==> src/rtl/mips_pkg.sv <==
// Shared fetch-path constants and the instruction fetch queue FSM encoding.
// Fixed widths here; fetch address width is a parameter of the consumers.
package mips_pkg;

  localparam int          INSTR_W              = 32;
  localparam int          PC_INCR              = 4;
  localparam logic [31:0] RESET_VECTOR_DEFAULT = 32'h0000_0000;
  localparam logic [31:0] NOP                  = 32'h0000_0000;

  typedef enum logic [1:0] {
    IFQ_IDLE = 2'd0,
    IFQ_WAIT = 2'd1,
    IFQ_DROP = 2'd2
  } ifq_state_t;

  function automatic logic [15:0] sat_inc16(input logic [15:0] v);
    return (v == 16'hFFFF) ? v : v + 16'd1;
  endfunction

endpackage

==> src/rtl/ifq_fifo.sv <==
// Circular buffer for fetched {pc, instr} entries with push/pop/flush and occupancy count.
// Latency: a push is visible at the head the cycle after it is written (no bypass).
// Backpressure: none internally; the caller never pushes when full or pops when empty.
module ifq_fifo #(
  parameter int DEPTH = 4,
  parameter int WIDTH = 64
) (
  input  logic                   clock,
  input  logic                   reset,
  input  logic                   push,
  input  logic [WIDTH-1:0]       push_dat,
  input  logic                   pop,
  input  logic                   flush,
  output logic                   head_vld,
  output logic [WIDTH-1:0]       head_dat,
  output logic [$clog2(DEPTH):0] count
);

  localparam int PTR_W = $clog2(DEPTH);
  localparam int CNT_W = PTR_W + 1;

  logic [WIDTH-1:0] mem [DEPTH];
  logic [PTR_W-1:0] wr_ptr;
  logic [PTR_W-1:0] rd_ptr;

  // Pointers wrap naturally because DEPTH is a power of two.
  always_ff @(posedge clock or posedge reset) begin
    if (reset) begin
      wr_ptr <= '0;
      rd_ptr <= '0;
      count  <= '0;
    end else if (flush) begin
      wr_ptr <= '0;
      rd_ptr <= '0;
      count  <= '0;
    end else begin
      if (push) wr_ptr <= wr_ptr + PTR_W'(1);
      if (pop)  rd_ptr <= rd_ptr + PTR_W'(1);
      count <= count + CNT_W'(push) - CNT_W'(pop);
    end
  end

  always_ff @(posedge clock) begin
    if (push && !flush) mem[wr_ptr] <= push_dat;
  end

  assign head_vld = (count != '0);
  assign head_dat = mem[rd_ptr];

endmodule

==> src/rtl/instr_fetch_queue.sv <==
// Fetch stage: one-outstanding memory reads into a prefetch queue feeding decode; IFQ_STATS_EN adds flush/starve counters.
// Latency: mem_req one cycle after reset release; instr_valid rises the cycle after mem_ack.
// Backpressure: instr_ready low fills the queue; issue stops once queue + outstanding reaches DEPTH.
module instr_fetch_queue
  import mips_pkg::*;
#(
  parameter int                DEPTH        = 4,
  parameter int                ADDR_W       = 32,
  parameter logic [ADDR_W-1:0] RESET_VECTOR = ADDR_W'(RESET_VECTOR_DEFAULT)
) (
  input  logic                   clock,
  input  logic                   reset,
  input  logic                   halt,
  input  logic                   redirect,
  input  logic [ADDR_W-1:0]      redirect_addr,
  output logic                   mem_req,
  output logic [ADDR_W-1:0]      mem_addr,
  input  logic                   mem_ack,
  input  logic [INSTR_W-1:0]     mem_rdata,
  output logic                   instr_valid,
  input  logic                   instr_ready,
  output logic [INSTR_W-1:0]     instr_data,
  output logic [ADDR_W-1:0]      instr_pc,
  output logic [$clog2(DEPTH):0] q_count
`ifdef IFQ_STATS_EN
  ,
  output logic [15:0]            stat_flush,
  output logic [15:0]            stat_starve
`endif
);

  localparam int CNT_W = $clog2(DEPTH) + 1;

  typedef struct packed {
    logic [ADDR_W-1:0]  pc;
    logic [INSTR_W-1:0] instr;
  } ifq_entry_t;

  ifq_state_t        state;
  logic [ADDR_W-1:0] fetch_pc;
  logic [ADDR_W-1:0] next_pc;
  logic [ADDR_W-1:0] redirect_pc;
  logic              head_vld;
  ifq_entry_t        head_dat;
  ifq_entry_t        push_dat;
  logic              pop;
  logic              push;
  logic [CNT_W-1:0]  count_after;
  logic              can_chain;
  logic              can_issue;

  assign redirect_pc = redirect_addr & ~ADDR_W'(3);
  assign next_pc     = fetch_pc + ADDR_W'(PC_INCR);

  assign pop  = head_vld & instr_ready;
  // An ack that coincides with a redirect belongs to the abandoned path.
  assign push = (state == IFQ_WAIT) & mem_ack & ~redirect;

  assign push_dat.pc    = mem_addr;
  assign push_dat.instr = mem_rdata;

  assign count_after = q_count + CNT_W'(push) - CNT_W'(pop);
  assign can_chain   = ~halt & (count_after < CNT_W'(DEPTH));
  assign can_issue   = ~halt & (q_count < CNT_W'(DEPTH));

  ifq_fifo #(
    .DEPTH (DEPTH),
    .WIDTH ($bits(ifq_entry_t))
  ) u_fifo (
    .clock    (clock),
    .reset    (reset),
    .push     (push),
    .push_dat (push_dat),
    .pop      (pop),
    .flush    (redirect),
    .head_vld (head_vld),
    .head_dat (head_dat),
    .count    (q_count)
  );

  assign instr_valid = head_vld;
  assign instr_data  = head_vld ? head_dat.instr : NOP;
  assign instr_pc    = head_vld ? head_dat.pc : '0;

  always_ff @(posedge clock or posedge reset) begin
    if (reset) begin
      state    <= IFQ_IDLE;
      fetch_pc <= RESET_VECTOR;
      mem_req  <= 1'b0;
      mem_addr <= RESET_VECTOR;
    end else begin
      case (state)
        IFQ_IDLE: begin
          if (redirect) begin
            fetch_pc <= redirect_pc;
          end else if (can_issue) begin
            state    <= IFQ_WAIT;
            mem_req  <= 1'b1;
            mem_addr <= fetch_pc;
          end
        end
        IFQ_WAIT: begin
          if (redirect) begin
            fetch_pc <= redirect_pc;
            if (mem_ack) begin
              state   <= IFQ_IDLE;
              mem_req <= 1'b0;
            end else begin
              // Memory still owes us this read; hold the request until it lands.
              state <= IFQ_DROP;
            end
          end else if (mem_ack) begin
            fetch_pc <= next_pc;
            if (can_chain) begin
              mem_addr <= next_pc;
            end else begin
              state   <= IFQ_IDLE;
              mem_req <= 1'b0;
            end
          end
        end
        IFQ_DROP: begin
          if (redirect) fetch_pc <= redirect_pc;
          if (mem_ack) begin
            state   <= IFQ_IDLE;
            mem_req <= 1'b0;
          end
        end
        default: begin
          state   <= IFQ_IDLE;
          mem_req <= 1'b0;
        end
      endcase
    end
  end

`ifdef IFQ_STATS_EN
  logic discard;

  // Entries popped this cycle went to decode, so they are not counted as discarded.
  assign discard = redirect & (((q_count - CNT_W'(pop)) != '0) | (state == IFQ_WAIT));

  always_ff @(posedge clock or posedge reset) begin
    if (reset) begin
      stat_flush  <= '0;
      stat_starve <= '0;
    end else begin
      if (discard) stat_flush <= sat_inc16(stat_flush);
      if (instr_ready && !instr_valid) stat_starve <= sat_inc16(stat_starve);
    end
  end
`endif

endmodule

==> config.mk <==
export PLATFORM = sky130hd
export DESIGN_NAME = instr_fetch_queue
export DESIGN_NICKNAME = d
export VERILOG_FILES = /design/src/rtl/mips_pkg.sv /design/src/rtl/ifq_fifo.sv /design/src/rtl/instr_fetch_queue.sv
export SDC_FILE = /design/constraint.sdc
export NUM_CORES = 1
export LEC_CHECK = 0
export ABC_AREA = 1
export BUFFER_PORTS_ARGS = -buffer_cell sky130_fd_sc_hd__buf_4
export CORE_ASPECT_RATIO = 1.5
export CORE_UTILIZATION = 28
export CTS_CLUSTER_DIAMETER = 120
export DETAILED_ROUTE_END_ITERATION = 8
export GPL_ROUTABILITY_DRIVEN = 0
export SYNTH_ARGS = -nofsm -noshare
export SYNTH_HDL_FRONTEND = slang
export SYNTH_SLANG_ARGS = --single-unit
==> constraint.sdc <==
create_clock -name clock -period 11.05 [get_ports clock]
set_input_delay 2.21 -clock clock [delete_from_list [all_inputs] [get_ports clock]]
set_output_delay 2.21 -clock clock [all_outputs]
set_load 0.02 [all_outputs]
; Word-level counts from Yosys, hierarchy flattened
; Memory sizes are Yosys's and may differ from the RTL's.
; Index checks and enable logic that the tools add are counted.
[totals]
reg_bits = 74
elab_cells = 80
mem_bits_rw = 256
n_memories = 1
[classes]
n_bitwise = 7
n_reduce_logical = 13
eq_ne = 11
n_addsub = 5
n_mux = 34
order_cmp = 2
[memory_table]
columns = memory, words, word_bits, rd, rd_ports_with_merged_regs, wr, line
row1 = u_fifo.mem, 4, 64, 1, 0, 1, ifq_fifo.sv:22  ; logic [WIDTH-1:0] mem [DEPTH];
[op_table]
columns = operator, count
row1 = 32-bit 2-to-1 mux, 10
row2 = 32-bit one-hot mux with 2 select lines, 2
row3 = 32-bit by 3-bit adder with 32-bit output (second input constant), 1
row4 = 2-bit 2-to-1 mux, 11
row5 = 2-bit inequality test (second input constant), 6
row6 = 1-bit 2-to-1 mux, 8
row7 = 2-bit nonzero test, 4
row8 = 3-bit < comparator (second input constant), 2
row9 = 3-bit inequality test (second input constant), 2
row10 = 2-bit one-hot mux with 3 select lines, 1
row11 = 6-bit AND reduction, 1
row12 = 1-bit bitwise AND, 5
row13 = 5-bit AND reduction, 1
row14 = 2-bit by 1-bit adder with 2-bit output (second input constant), 2
row15 = 4-bit AND reduction, 1
row16 = 3-bit by 1-bit adder with 3-bit output, 1
row17 = 3-bit 2-to-1 mux, 1
row18 = 1-bit one-hot mux with 3 select lines, 1
row19 = 3-bit AND reduction, 1
row20 = 3-bit nonzero test, 1
row21 = 3-bit by 1-bit subtractor with 3-bit output, 1
row22 = 2-bit by 1-bit == test with 1-bit output (second input constant), 1
row23 = 2-bit == test (second input constant), 1
row24 = 2-bit zero test, 1
row25 = other kinds (5), 6

; Depth between registers and ports, before layout
[depth]
word_depth = 11
ltp_mapped = 21
depth_no_buf = 20

; Hierarchy
; A second synthesis with hierarchy kept.
[hier_totals]
cells_unflattened = 1543
area_unflattened_um2 = 15055.7
[by_module_without_submodules]
columns = mod, seq_area_each_um2, area_each_um2, instances, cells_each
row1 = ifq_fifo, 7862.5, 10543.9, 1, 800
row2 = instr_fetch_queue, 1576.5, 4511.8, 1, 743

; Worst setup path after synthesis
; No wires, ideal clock.
[synth_path]
kind = input-to-reg
from = input redirect
to = memory u_fifo.mem[0][0] (enable)
arrival_ns = 5.381
stages = 4
t_required_ns = 10.568
setup_time_ns = 0.482
path_slack_ns = 5.186
n_path_buf = 1
path_cell_list = buf_2 nor3_1 inv_1 nor2_1
[synth_via]
elab_chain_cells = 5
word_cells_on_any_way = 6
[synth_lines]
columns = element, line
row1 = from (decl), instr_fetch_queue.sv:14  ; input logic redirect,
row2 = 1-bit NOT, instr_fetch_queue.sv:57  ; assign push = (state == IFQ_WAIT) & mem_ack & ~redirect;
row3 = 1-bit bitwise AND, instr_fetch_queue.sv:57
row4 = 1-bit logical AND (*), ifq_fifo.sv:44  ; if (push && !flush) mem[wr_ptr] <= push_dat;
row5 = 1-bit 2-to-1 mux (*), ifq_fifo.sv:44
row6 = 1-bit 2-to-1 mux (implied by the code) (*), ifq_fifo.sv:44
row7 = to (decl), ifq_fifo.sv:22
; Mark *: on every way between the ends. The rest lies on a longest branch, timed or not.

; Worst setup path in the final report
[layout_path]
from = register u_fifo.rd_ptr[0]
to = output instr_pc[13]
[layout_via]
elab_chain_cells = 2
[layout_lines]
columns = element, line
row1 = from (decl), ifq_fifo.sv:24  ; logic [PTR_W-1:0] rd_ptr;
row2 = from (signal assigned), ifq_fifo.sv:38  ; if (pop) rd_ptr <= rd_ptr + PTR_W'(1);
row3 = memory read 4 x 64 bit, -
row4 = 32-bit 2-to-1 mux, instr_fetch_queue.sv:83  ; assign instr_pc = head_vld ? head_dat.pc : '0;
row5 = to (decl), instr_fetch_queue.sv:23  ; output logic [ADDR_W-1:0] instr_pc,
; Every way passes these cells.

==> metrics.md <==
| Metric | Value |
|---|---|
| Routed wire length | about 36 mm |
| Post-cts repair resize count | 0 |
| Final setup skew | between 0.009 and 0.01 ns |
| Endpoints failing hold | 0 |
| Total power divided by cell area | between 200 and 300 nW/µm² |
| Worst min-delay path category | flip-flop to flip-flop |
| Combinational family with the most area after synthesis | simple AND/OR/NAND/NOR gates |
| Cell with the largest stage delay on the worst path | sky130_fd_sc_hd__dfrtp_4 |
| Total number of H-tree levels | 1 |
| Detailed placer's ending HPWL | ~23 mm |
| Buffer type at the clock tree root | sky130_fd_sc_hd__clkbuf_16 |
| Unrepaired setup endpoints after global routing | no |
| Simple-Gate Fraction of Synth Area | 0.1777 |
| Count of nets after finishing | between 1500 and 2000 |
| Proportion of layout cells with a drive suffix above 1 | 0.1794 |
| Number of input and output port buffers inserted | between 150 and 200 |
| Final critical delay including setup and external delays | ~5.5 ns |
| Number of max-capacitance violations reported | 0 |
| Number of enable flip-flop cells after synthesis | around 250 |
| Iteration count of the initial detailed-routing pass | 5 |
| Synth Area in XOR/XNOR | 0.01326 |
| Setup TNS after final layout | 0 ns |
| Initial Util | 0.2855 |
| Remaining global-route overflow | 0 |
| Number of antenna repair diodes | 0 |
| Std cell rows | ~100 |
| DRC Markers | 0 |
| Largest net degree at the start of global routing | 85 |
| Hold bufs inserted after CTS | 0 |
| Clock transition at the registers of the reported paths | roughly 0.060 ns |
| Reg-to-reg endpoint | mem_addr[25] |
| Setup violators final | 0 |
| Leading cell type in the layout, fill and taps excluded | sky130_fd_sc_hd__nor2_1 |
| DP Worst Slack | slightly below 6 ns |
| Most used cell along the critical path | sky130_fd_sc_hd__buf_4 |
| Crit. Startpoint | u_fifo.rd_ptr[0] |
| Boundary Pins | between 150 and 200 |
| Count of synthesis-stage warnings from yosys | 0 |
| Cell depth of the worst min-delay path | 2 |
| Largest buffer count on any clock path | 3 |
| Internal reg-to-reg setup slack | 7.03 ns |
| Unique cell type count in the Yosys netlist | 39 |
| Overall track demand over capacity in global routing | 0.1420 |
| Endpoint required time on the critical path | slightly below 9 ns |
| Number of pins exceeding their max-slew limit in the final report | 0 |
| CP max FO | 84 |
| Mux cell area share after synthesis | 0.0007165 |
| Source-to-sink clock delay at the later pin of the worst-skew pair | ~0.56 ns |
| Number of nets still failing antenna checks after routing | 0 |
| Die outline area | between 50000 and 60000 µm² |
| Worst slew margin | 0.2794 |
| Compound-Gate Fraction of Synth Area | 0.1014 |
| Inserted Clock Buffers | 30 |
| Synthesized flop and latch total | ~320 |
| Start point of the worst min-delay path | fetch_pc[31] |
| Largest stage delay on the critical path | between 0.8 and 0.9 ns |
| Adder and majority cell fraction of the synthesized area | 0.007703 |
| Type of the setup path with the least slack | flip-flop to primary output |
| Layout overhead on the synthesized area | 20.03% |
| DR vias | between 9000 and 10000 |
| Commonest cells after routing, fill and taps aside | sky130_fd_sc_hd__nor2_1, sky130_fd_sc_hd__edfxtp_1, sky130_fd_sc_hd__nand2_1 |
| Worst setup SP type | flip-flop |
| FFs w/ async S/R, synth | 0.2201 |
| # Post-CTS Setup Buffers | 0 |
| Most instantiated flip-flop cell in the synthesis netlist | sky130_fd_sc_hd__edfxtp_1 |
| Number of clock sinks | approximately 320 |
| Clock tree from TritonCTS | built |
| Worst Max-Slew Pin Slew | roughly 1.1 ns |
| Drt initial violations | around 650 |
| Post-synthesis cell count | between 1000 and 1500 |
| Average cell area after synthesis | ~10 µm² |
| Register area share after synthesis | 0.6585 |
| Number of global-route vias before repair | 9809 |
| Chip Height | 275.6 µm |
| FF-to-FF Start | u_fifo.count[2] |
| Maximum vdd drop | 0.1670 mV |
| Wire length of the first global-routing pass | roughly 55 mm |
| Leakage power total | around 6.5 nW |
| Number of antenna violations at the first check in global routing | 0 |
| Critical Path Sink Type | primary output |
| Overall die width | roughly 180 µm |
| Worst min-delay path endpoint | fetch_pc[31] |
| Average wire per standard cell | around 17 µm |
| Logic depth of the worst register-to-register path | 21 |
| Final worst setup slack | around 5.5 ns |
| Final worst path period share | 0.5005 |
| Detailed-route vias per instance | approximately 4.6 |
| Run status | finished, final reports clean |
| Worst EP arrival | 3.32 ns |
| Max Fclk | between 150 and 200 MHz |
| Netlist area before placement | 13970 µm² |
| Crit path cell chain | clkinv_2 -> buf_4 -> o21ai_0 -> a21oi_1 -> buf_4 |
| Area of the core region | about 50000 µm² |
-- worst max path at each step --
stage                        end  slack [ns]  cells after the start
2_1_floorplan   u_fifo.mem[0][0]        5.19                      4
3_3_place_gp   u_fifo.mem[0][11]        6.04                      6
3_5_place_dp    u_fifo.mem[0][4]        5.93                      6
4_1_cts             instr_pc[10]        5.37                      5
5_1_grt             instr_pc[16]        5.24                      5
6_report            instr_pc[13]        5.52                      5
-- final cells by class --
class                      count  area [µm²]
fill                        4902       32160
sequential                   318        9204
multi-input combinational    915        4255
timing repair buffer         177        1329
tap                          656       820.8
clock buffer                  42       817.0
inverter                      57       217.7
clock inverter                13       123.9
-- Yosys cell counts (2+ instances only) --
| library cell | n | area [µm²] |
|---|---|---|
| sky130_fd_sc_hd__a21oi_1 | 95 | 475.5 |
| sky130_fd_sc_hd__a21oi_2 | 2 | 17.52 |
| sky130_fd_sc_hd__a31oi_1 | 2 | 12.51 |
| sky130_fd_sc_hd__buf_1 | 3 | 11.26 |
| sky130_fd_sc_hd__buf_2 | 21 | 105.1 |
| sky130_fd_sc_hd__buf_4 | 5 | 37.54 |
| sky130_fd_sc_hd__buf_6 | 3 | 33.78 |
| sky130_fd_sc_hd__clkbuf_1 | 43 | 161.4 |
| sky130_fd_sc_hd__dfrtp_1 | 70 | 1752 |
| sky130_fd_sc_hd__edfxtp_1 | 248 | 7447 |
| sky130_fd_sc_hd__ha_1 | 7 | 87.58 |
| sky130_fd_sc_hd__inv_1 | 48 | 180.2 |
| sky130_fd_sc_hd__inv_2 | 7 | 26.28 |
| sky130_fd_sc_hd__nand2_1 | 246 | 923.4 |
| sky130_fd_sc_hd__nand2_2 | 4 | 25.02 |
| sky130_fd_sc_hd__nand2_4 | 3 | 33.78 |
| sky130_fd_sc_hd__nand3_1 | 19 | 95.09 |
| sky130_fd_sc_hd__nand4_1 | 2 | 12.51 |
| sky130_fd_sc_hd__nor2_1 | 310 | 1164 |
| sky130_fd_sc_hd__nor2_2 | 10 | 62.56 |
| sky130_fd_sc_hd__nor2_4 | 9 | 101.4 |
| sky130_fd_sc_hd__nor2_8 | 2 | 40.04 |
| sky130_fd_sc_hd__nor3_1 | 3 | 15.01 |
| sky130_fd_sc_hd__o21ai_0 | 153 | 765.7 |
| sky130_fd_sc_hd__o21ai_1 | 15 | 75.07 |
| sky130_fd_sc_hd__o22ai_1 | 6 | 37.54 |
| sky130_fd_sc_hd__xor2_1 | 9 | 78.83 |
| sky130_fd_sc_hd__xor2_2 | 6 | 97.59 |
-- cell families after synthesis --
group | count (synthesis)
and+or+nand+nor | 609
DFF | 318
AOI/OAI and AO/OA | 277
buffers and inverters | 132
xor gates and xnor gates | 16
adders and majority gates | 8
other | 1
muxes | 1
-- power breakdown --
part	switching [mW]	total, mW	internal, mW
registers	0.241	1.76	1.52
logic	1.13	1.70	0.573
clock network	0.431	0.993	0.562
total	1.80	4.46	2.66
-- per-stage QoR --
step | hold WS [ns] | area [µm²] | utilization | total power [mW] | cells
floorplan | 0.4805 | 13980 | - | 2.814 | 1365
global placement | 0.4957 | 15830 | 0.3235 | 3.481 | 2123
detailed placement | 0.5062 | 15830 | 0.3235 | 3.511 | 2123
CTS | 0.5220 | 16770 | 0.3427 | 4.518 | 2178
global route | 0.5403 | 16770 | 0.3427 | 4.746 | 2178
finish | 0.5211 | 16770 | 0.3427 | 4.456 | 2178
-- worst max-delay path: cells and delay by family (launching register included) --
kind / cells / cell delay [ns]
buf+inv: 3 / 1.42
compound gates: 2 / 0.44
flops: 1 / 0.83
-- routing by layer --
layer,share of wire,vias to the layer above,wire length (µm),global-route usage
met4,0.030,0,1105,0.05241
met1,0.40,4841,14700,0.1656
met2,0.52,238,19020,0.2629
met3,0.046,61,1669,0.01847
li1,-,4835,-,-
met5,0,-,0,0
-- state kept, by name, indices dropped and copies added (netlist names) --
signal and flops:
u_fifo.mem 248, fetch_pc 30, mem_addr 30, u_fifo.count 3
state 2, u_fifo.rd_ptr 2, u_fifo.wr_ptr 2, mem_req 1
Note: power is estimated with default switching activity, not from simulation.
